File: src/rtl/ram_bank_pkg.sv
// Shared definitions for the ram_bank storage block: sweep FSM encoding and
// default geometry.
package ram_bank_pkg;

    typedef enum logic {
        RB_ST_CLEAR = 1'b0,
        RB_ST_IDLE  = 1'b1
    } rb_state_e;

    localparam int RB_WIDTH_DEF = 16;
    localparam int RB_DEPTH_DEF = 8;

endpackage : ram_bank_pkg

File: src/rtl/ram_bank_clr_seq.sv
// Clear-sweep sequencer for ram_bank: walks the sweep counter over every word
// after reset or on a clr request and raises busy while doing so.
module ram_bank_clr_seq
    import ram_bank_pkg::*;
#(
    parameter  int DEPTH  = RB_DEPTH_DEF,
    localparam int ADDR_W = $clog2(DEPTH)
) (
    input  logic              clk,
    input  logic              rst_n,
    input  logic              clr,
    output logic              busy,
    output logic              clr_we,
    output logic [ADDR_W-1:0] clr_addr
);

    localparam logic [ADDR_W-1:0] LAST_ADDR = ADDR_W'(DEPTH - 1);

    rb_state_e         state;
    rb_state_e         state_next;
    logic [ADDR_W-1:0] cnt;
    logic [ADDR_W-1:0] cnt_next;

    // NOTE: registered state uses non-blocking assignments so every flop samples pre-edge values.
    always_ff @(posedge clk or negedge rst_n) begin
        if (!rst_n) begin
            state <= RB_ST_CLEAR;
            cnt   <= '0;
        end else begin
            state <= state_next;
            cnt   <= cnt_next;
        end
    end

    // NOTE: defaults first so every path assigns every output; no latch can be inferred.
    always_comb begin
        state_next = state;
        cnt_next   = cnt;
        unique case (state)
            RB_ST_CLEAR: begin
                if (clr) begin
                    cnt_next = '0;
                end else if (cnt == LAST_ADDR) begin
                    state_next = RB_ST_IDLE;
                    cnt_next   = '0;
                end else begin
                    cnt_next = cnt + ADDR_W'(1);
                end
            end
            RB_ST_IDLE: begin
                if (clr) begin
                    state_next = RB_ST_CLEAR;
                    cnt_next   = '0;
                end
            end
            default: begin
                state_next = RB_ST_CLEAR;
                cnt_next   = '0;
            end
        endcase
    end

    always_comb begin
        busy     = (state == RB_ST_CLEAR);
        clr_we   = (state == RB_ST_CLEAR);
        clr_addr = cnt;
    end

endmodule : ram_bank_clr_seq

File: src/rtl/ram_bank.sv
// Parametrised storage bank: one synchronous write port, one registered read
// port, self-clearing sweep. Define READ_BYPASS_EN for same-address write-to-read forwarding.
module ram_bank
    import ram_bank_pkg::*;
#(
    parameter  int WIDTH  = RB_WIDTH_DEF,
    parameter  int DEPTH  = RB_DEPTH_DEF,
    localparam int ADDR_W = $clog2(DEPTH)
) (
    input  logic              clk,
    input  logic              rst_n,
    input  logic              clr,
    input  logic              load,
    input  logic [ADDR_W-1:0] addr_w,
    input  logic [WIDTH-1:0]  in,
    input  logic              rd_en,
    input  logic [ADDR_W-1:0] addr_r,
    output logic [WIDTH-1:0]  out,
    output logic              out_valid,
    output logic              busy
);

    // One extra bit so DEPTH itself is representable when DEPTH is a power of two.
    localparam logic [ADDR_W:0] DEPTH_X = (ADDR_W + 1)'(DEPTH);

    logic [WIDTH-1:0]  mem [DEPTH];

    logic              clr_we;
    logic [ADDR_W-1:0] clr_addr;
    logic              access_ok;
    logic              user_we;
    logic              rd_hit;
    logic              rd_in_range;
    logic              wr_en;
    logic [ADDR_W-1:0] wr_addr;
    logic [WIDTH-1:0]  wr_data;
    logic [WIDTH-1:0]  rd_data;

    ram_bank_clr_seq #(
        .DEPTH (DEPTH)
    ) u_clr_seq (
        .clk      (clk),
        .rst_n    (rst_n),
        .clr      (clr),
        .busy     (busy),
        .clr_we   (clr_we),
        .clr_addr (clr_addr)
    );

    // A clr edge taken from IDLE also blocks user traffic on that same edge.
    always_comb begin
        access_ok   = !busy && !clr;
        user_we     = access_ok && load && ({1'b0, addr_w} < DEPTH_X);
        rd_hit      = access_ok && rd_en;
        rd_in_range = ({1'b0, addr_r} < DEPTH_X);
    end

    // Sweep and user writes are mutually exclusive because user_we needs !busy.
    always_comb begin
        wr_en   = (clr_we && rst_n) || user_we;
        wr_addr = clr_we ? clr_addr : addr_w;
        wr_data = clr_we ? '0 : in;
    end

    // NOTE: the array has no reset; the clear sweep zeroes it so it maps onto plain RAM.
    always_ff @(posedge clk) begin
        if (wr_en) begin
            mem[wr_addr] <= wr_data;
        end
    end

    always_comb begin
        rd_data = '0;
        if (rd_in_range) begin
            rd_data = mem[addr_r];
        end
`ifdef READ_BYPASS_EN
        if (user_we && (addr_w == addr_r)) begin
            rd_data = in;
        end
`endif
    end

    always_ff @(posedge clk or negedge rst_n) begin
        if (!rst_n) begin
            out       <= '0;
            out_valid <= 1'b0;
        end else begin
            out_valid <= rd_hit;
            if (rd_hit) begin
                out <= rd_data;
            end
        end
    end

endmodule : ram_bank
File: config.mk
export PLATFORM = sky130hd
export DESIGN_NAME = ram_bank
export DESIGN_NICKNAME = d
export VERILOG_FILES = /design/src/rtl/ram_bank_pkg.sv /design/src/rtl/ram_bank_clr_seq.sv /design/src/rtl/ram_bank.sv
export SDC_FILE = /design/constraint.sdc
export NUM_CORES = 1
export LEC_CHECK = 0
export BUFFER_PORTS_ARGS = -buffer_cell sky130_fd_sc_hd__buf_2
export CAP_MARGIN = 20
export CELL_PAD_IN_SITES_DETAIL_PLACEMENT = 1
export CELL_PAD_IN_SITES_GLOBAL_PLACEMENT = 2
export CORE_ASPECT_RATIO = 0.9
export CORE_MARGIN = 2
export CORE_UTILIZATION = 30
export CTS_BUF_LIST = sky130_fd_sc_hd__clkbuf_16
export CTS_CLUSTER_DIAMETER = 120
export DETAILED_ROUTE_END_ITERATION = 10
export PLACE_DENSITY = 0.61
export SYNTH_ARGS = -nofsm -noshare
export SYNTH_HDL_FRONTEND = slang
export SYNTH_SLANG_ARGS = --single-unit
File: constraint.sdc
create_clock -name clk -period 2.65 [get_ports clk]
set_input_delay 0.53 -clock clk [delete_from_list [all_inputs] [get_ports clk]]
set_output_delay 0.53 -clock clk [all_outputs]
set_load 0.01 [all_outputs]
* Yosys cells after proc, flatten, opt, wreduce, memory -nomap -nowiden *
Memories as Yosys holds them, arrays and structs flattened. A register that Yosys moved wholly into a read port is not among the register bits.
Index checks and enable logic that the tools add are counted.

word-level totals
  register bits = 5
  memory bits (writable) = 128
  output and inout port bits = 18
  logic and storage cells = 27
  memories kept = 1

memory list
  name  depth  bits a word  read ports  clocked after Yosys merged registers in  wr ports  RTL line        source
  mem   8      16           1           1                                        1         ram_bank.sv:26  logic [WIDTH-1:0] mem [DEPTH];

cells by class
  add/sub/neg operators = 1
  eq/ne operators = 2
  mux-type cells = 12
  bitwise logic cells = 1
  reduce and logical (&&, ||, !) cells = 7

operator list
  cell                 number
  $mux 16              1
  $mux 3               4
  $pmux 3 s2           1
  $mux 1               5
  $logic_and 1x1->1    4
  $add 3x1->3 const B  1
  $eq 3x3->1 const B   1
  $logic_not 1->1      2
  $ne 2x2->1 const B   1
  $pmux 1 s2           1
  $logic_or 1x1->1     1
  $not 1->1            1

* Longest topological paths before layout *
  depth in word-level cells = 6
  depth in mapped cells = 5
  depth with buffers taken out = 5

* Hierarchy *
A second synthesis with hierarchy kept.

second synthesis, totals
  cells, all modules = 355
  area total of the unflattened synthesis = 6072.1 um^2

modules (own cells, without submodules)
  module            instances  cells an instance  area each (um^2)
  ram_bank          1          337                5876.9
  ram_bank_clr_seq  1          18                 195.2

* Least setup slack after synthesis *
No wires, ideal clock.

  kind = reg-to-reg
  start = reg u_clr_seq.state
  end = mem mem[2][0] (netlist bit) (enable)
  setup time = 0.388 ns
  data arrival time = 1.629 ns
  setup slack = 0.632 ns
  cell stages (with the launch flop) = 4
  period minus slack after synthesis = 2.018 ns
  cell sequence = dfrtp_1 > buf_2 > o32a_1 > nor2_1

on the way
  longest elaborated chain between the ends = 5
  elaborated cells between the ends (all ways) = 8
  those cells by class = 3 x mux; 1 x bitwise; 4 x reduce/logical

ends and longest elaborated chain
  what                                                   RTL line                                source
  from (decl)                                            ram_bank_clr_seq.sv:19                  rb_state_e state;
  from (signal assigned)                                 ram_bank_clr_seq.sv:30                  state <= state_next;
  $logic_and 1x1->1 / $not 1->1 (equally long branches)  ram_bank.sv:52, ram_bank_clr_seq.sv:65
  $logic_and 1x1->1 (on tied branches)                   ram_bank.sv:53, ram_bank.sv:60
  $logic_or 1x1->1                                       ram_bank.sv:60                          wr_en = (clr_we && rst_n) || user_we;
  $mux 1                                                 ram_bank.sv:67                          if (wr_en) begin
  $mux 1 (implied by the code)                           ram_bank.sv:68                          mem[wr_addr] <= wr_data;
  to (decl)                                              ram_bank.sv:26

Several ways; a longest one is shown, not always the timed one.

* Worst setup path in the final report *
  start = reg u_clr_seq.state
  end = out busy

on the way
  longest elaborated chain between the ends = 1

ends and longest elaborated chain
  what       RTL line                source
  $not 1->1  ram_bank_clr_seq.sv:64  busy = (state == RB_ST_CLEAR);
  to (decl)  ram_bank.sv:20          output logic busy

No other way between the ends.

==> summary.txt <==
Routing
  – Drt initial violations: 153
  – Vias: between 3,000 and 4,000
  – TritonRoute pass-1 iters: 4
  – Post-route DRC: 0
  – Wire per inst: about 20 um
  – Antenna-violating nets left: 0
  – WL final: ~14,000 um
  – Routed vias/inst: between 4 and 5

Floorplan
  – Die X-Extent: approximately 150 um
  – Core Region: around 20,000 um^2
  – Cell row count: approximately 50
  – Initial core utilization: slightly above 30%
  – Die area: about 21,000 um^2
  – Die H: approximately 140 um
  – IO Pins: 45

Timing
  – Crit path time final: 1.896 ns
  – Setup Total Neg Slack: 0 ns
  – Final Hold Viols: 0
  – Final count of negative-setup-slack endpoints: 0
  – RSZ-0062 raised after global routing: false
  – Final count of pins violating max slew: 0
  – Max Clk Rate: approximately 530 MHz
  – Worst-Margin Slew: between 0.5 and 0.6 ns
  – Slew HR: 66.25%
  – Worst Skew: between 0.007 and 0.008 ns
  – Final period util: between 70% and 80%

Global routing
  – GRT Max-Usage Layer: met2
  – Vias in the first global route: roughly 3,600
  – Initial antenna violation count: 0
  – Total global-route track usage: between 10 and 15%
  – Met3 Use GR: 3.292%
  – Met2 usage: between 20% and 30%
  – Grt ovf: 0
  – GR Layer Usage met1: about 18%
  – Largest net degree at the start of global routing: 34
  – First-pass GRT wire length: between 20,000 and 25,000 um

Clocking
  – Clk_lat worst skew: ~0.43 ns
  – Worst-path clk slew: 0.06 ns
  – Hold Buf Count CTS: 0
  – Postcts setup bufs: 0
  – Clock buffer depth: 2
  – Cts repair resizes: 0
  – CTS H-Tree Depth: 4
  – CTS buffer count: 17
  – Root Driver: clkbuf_16
  – TritonCTS Sinks: between 100 and 150
  – CTS tree: built

Synthesis
  – #FFs+latches synth: about 150
  – Top_reg_cell synth: edfxtp_1
  – Mapped cell area: 6017 um^2
  – Syn Area/Cell: about 17 um^2
  – Syn nets: 382
  – Top post-synthesis cells by area: edfxtp_1, dfrtp_1, mux2i_1, mux2_1, o31ai_2
  – Asr flop ratio synth: between 10% and 20%
  – Number of synthesized flops with an enable pin: 128
  – Synth unique cells: 30
  – Synthesized netlist cell count: 353
  – Sequential cell area fraction in the yosys report: just over 70%
  – Area leader, netlist: edfxtp_1
  – Warning count from the yosys run: 0
  – Yosys top cell area share: a little under two thirds
  – Most instantiated library cell after synthesis: edfxtp_1
  – Post-synth top cells: edfxtp_1, mux2i_1, dfrtp_1

Critical path
  – Worst R2R Start: u_clr_seq.state$_DFF_PN0_
  – Max FO, Critical Path: 15
  – Worst EP required: around 2.1 ns
  – R2R Setup Slk: between 0.8 and 0.9 ns
  – Critical path arrival: 1.37 ns
  – Reg2reg path depth: 4
  – WS Path Type: reg2out
  – Crit path launch type: flop
  – Worst setup EP type: output pin
  – FF-to-FF End: mem[2][2]$_DFFE_PP_

Finish
  – Fin nets: between 400 and 500
  – Post-layout util: ~36%
  – Layout cells sized above 1: approximately 28%
  – Design area: 7219 um^2
  – Syn-to-layout area delta: 19.98%
  – Antenna diodes: 0

Run status
  – Status: completed

Pwr
  – PD cells: roughly 780 nW/um^2
  – LEAKAGE: approximately 2.8 nW
  – Max VDD drop: 0.0004148 V

Placement
  – Post-DP HPWL: between 8000 and 9000 um
  – DP Area: ~6600 um^2
  – PortBufs: 44
  – GP Congestion: approximately 0.70

Worst hold path
  – Hold crit path type: in2async

Run
  – Number of max-cap violations: 0
-- worst max-delay path, cell delays in order, from the launching register on --
cell and delay (ns):
dfrtp_1 0.45, buf_4 0.26, inv_2 0.08, buf_2 0.14
-- registers in the layout, summed over array words and instances (netlist names) --
register / count
mem: 128
out_valid: 1
u_clr_seq.state: 1
u_clr_seq.clr_addr: 3
out: 16
-- per-stage QoR --
step	power (W)	std cells	setup WS (ns)	hold slack (ns)
after global placement	0.003068	652	0.6852	0.4680
final	0.005612	684	0.7539	0.2471
after global routing	0.005804	684	0.6418	0.2731
after CTS	0.005690	684	0.6925	0.2442
after floorplan	0.002924	353	0.6323	0.2344
after detailed placement	0.003082	652	0.6465	0.4721
-- area by class of cell --
type,count,area [um^2]
Clock buffer,17,425.4
Multi-Input combinational cell,182,1493
Sequential cell,149,4369
Clock inverter,15,214.0
Inverter,3,11.26
Tap cell,255,319.1
Timing Repair Buffer,63,387.9
Fill cell,2008,12580
-- worst max-delay path by stage --
stage	from	end	slack, ns	cells after the start
after CTS	u_clr_seq.state$_DFF_PN0_	busy	0.69	3
after global routing	u_clr_seq.state$_DFF_PN0_	busy	0.64	3
after floorplan	u_clr_seq.state$_DFF_PN0_	mem[2][0]$_DFFE_PP_	0.63	3
after detailed placement	addr_r[0]	out[14]$_DFFE_PN0P_	0.65	5
after global placement	addr_r[0]	out[15]$_DFFE_PN0P_	0.69	5
final	u_clr_seq.state$_DFF_PN0_	busy	0.75	3
-- cell usage in the layout (no fill, tap or decap), drive strengths merged --
cell,instances
o32a,1
nand2b,1
and3,1
and4b,1
nor2,16
nor4bb,1
clkbuf,17
edfxtp,128
bufinv,5
and2,16
inv,4
o22ai,16
a22o,16
clkinvlp,5
a31oi,3
mux2,32
nor3,2
dfrtp,21
buf,63
mux2i,34
and3b,1
nand3b,1
a21oi,3
clkinv,4
ha,2
nor2b,1
o31ai,16
nand2,18
-- routing by layer --
layer / vias up / part of all wire (%)
met1: 1707 / 47
li1: 1497 / -
met3: 18 / 3.6
met4: 0 / 1.7
met2: 62 / 48
met5: - / 0
-- where the power goes --
| part | internal, W | switching (W) |
|---|---|---|
| combinational | 0.000149 | 0.000217 |
| clock | 0.00166 | 0.000933 |
| sequential | 0.00262 | 0.0000354 |
| total | 0.00443 | 0.00119 |
-- kinds of logic after synthesis --
logic type | share of synthesized area, %
flops | 72.61
buf+inv | 2.578
mux | 11.64
fa+ha+maj | 0.4158
compound gates | 7.881
simple gates | 4.866
No activity file was read; power rests on OpenSTA's default activity.
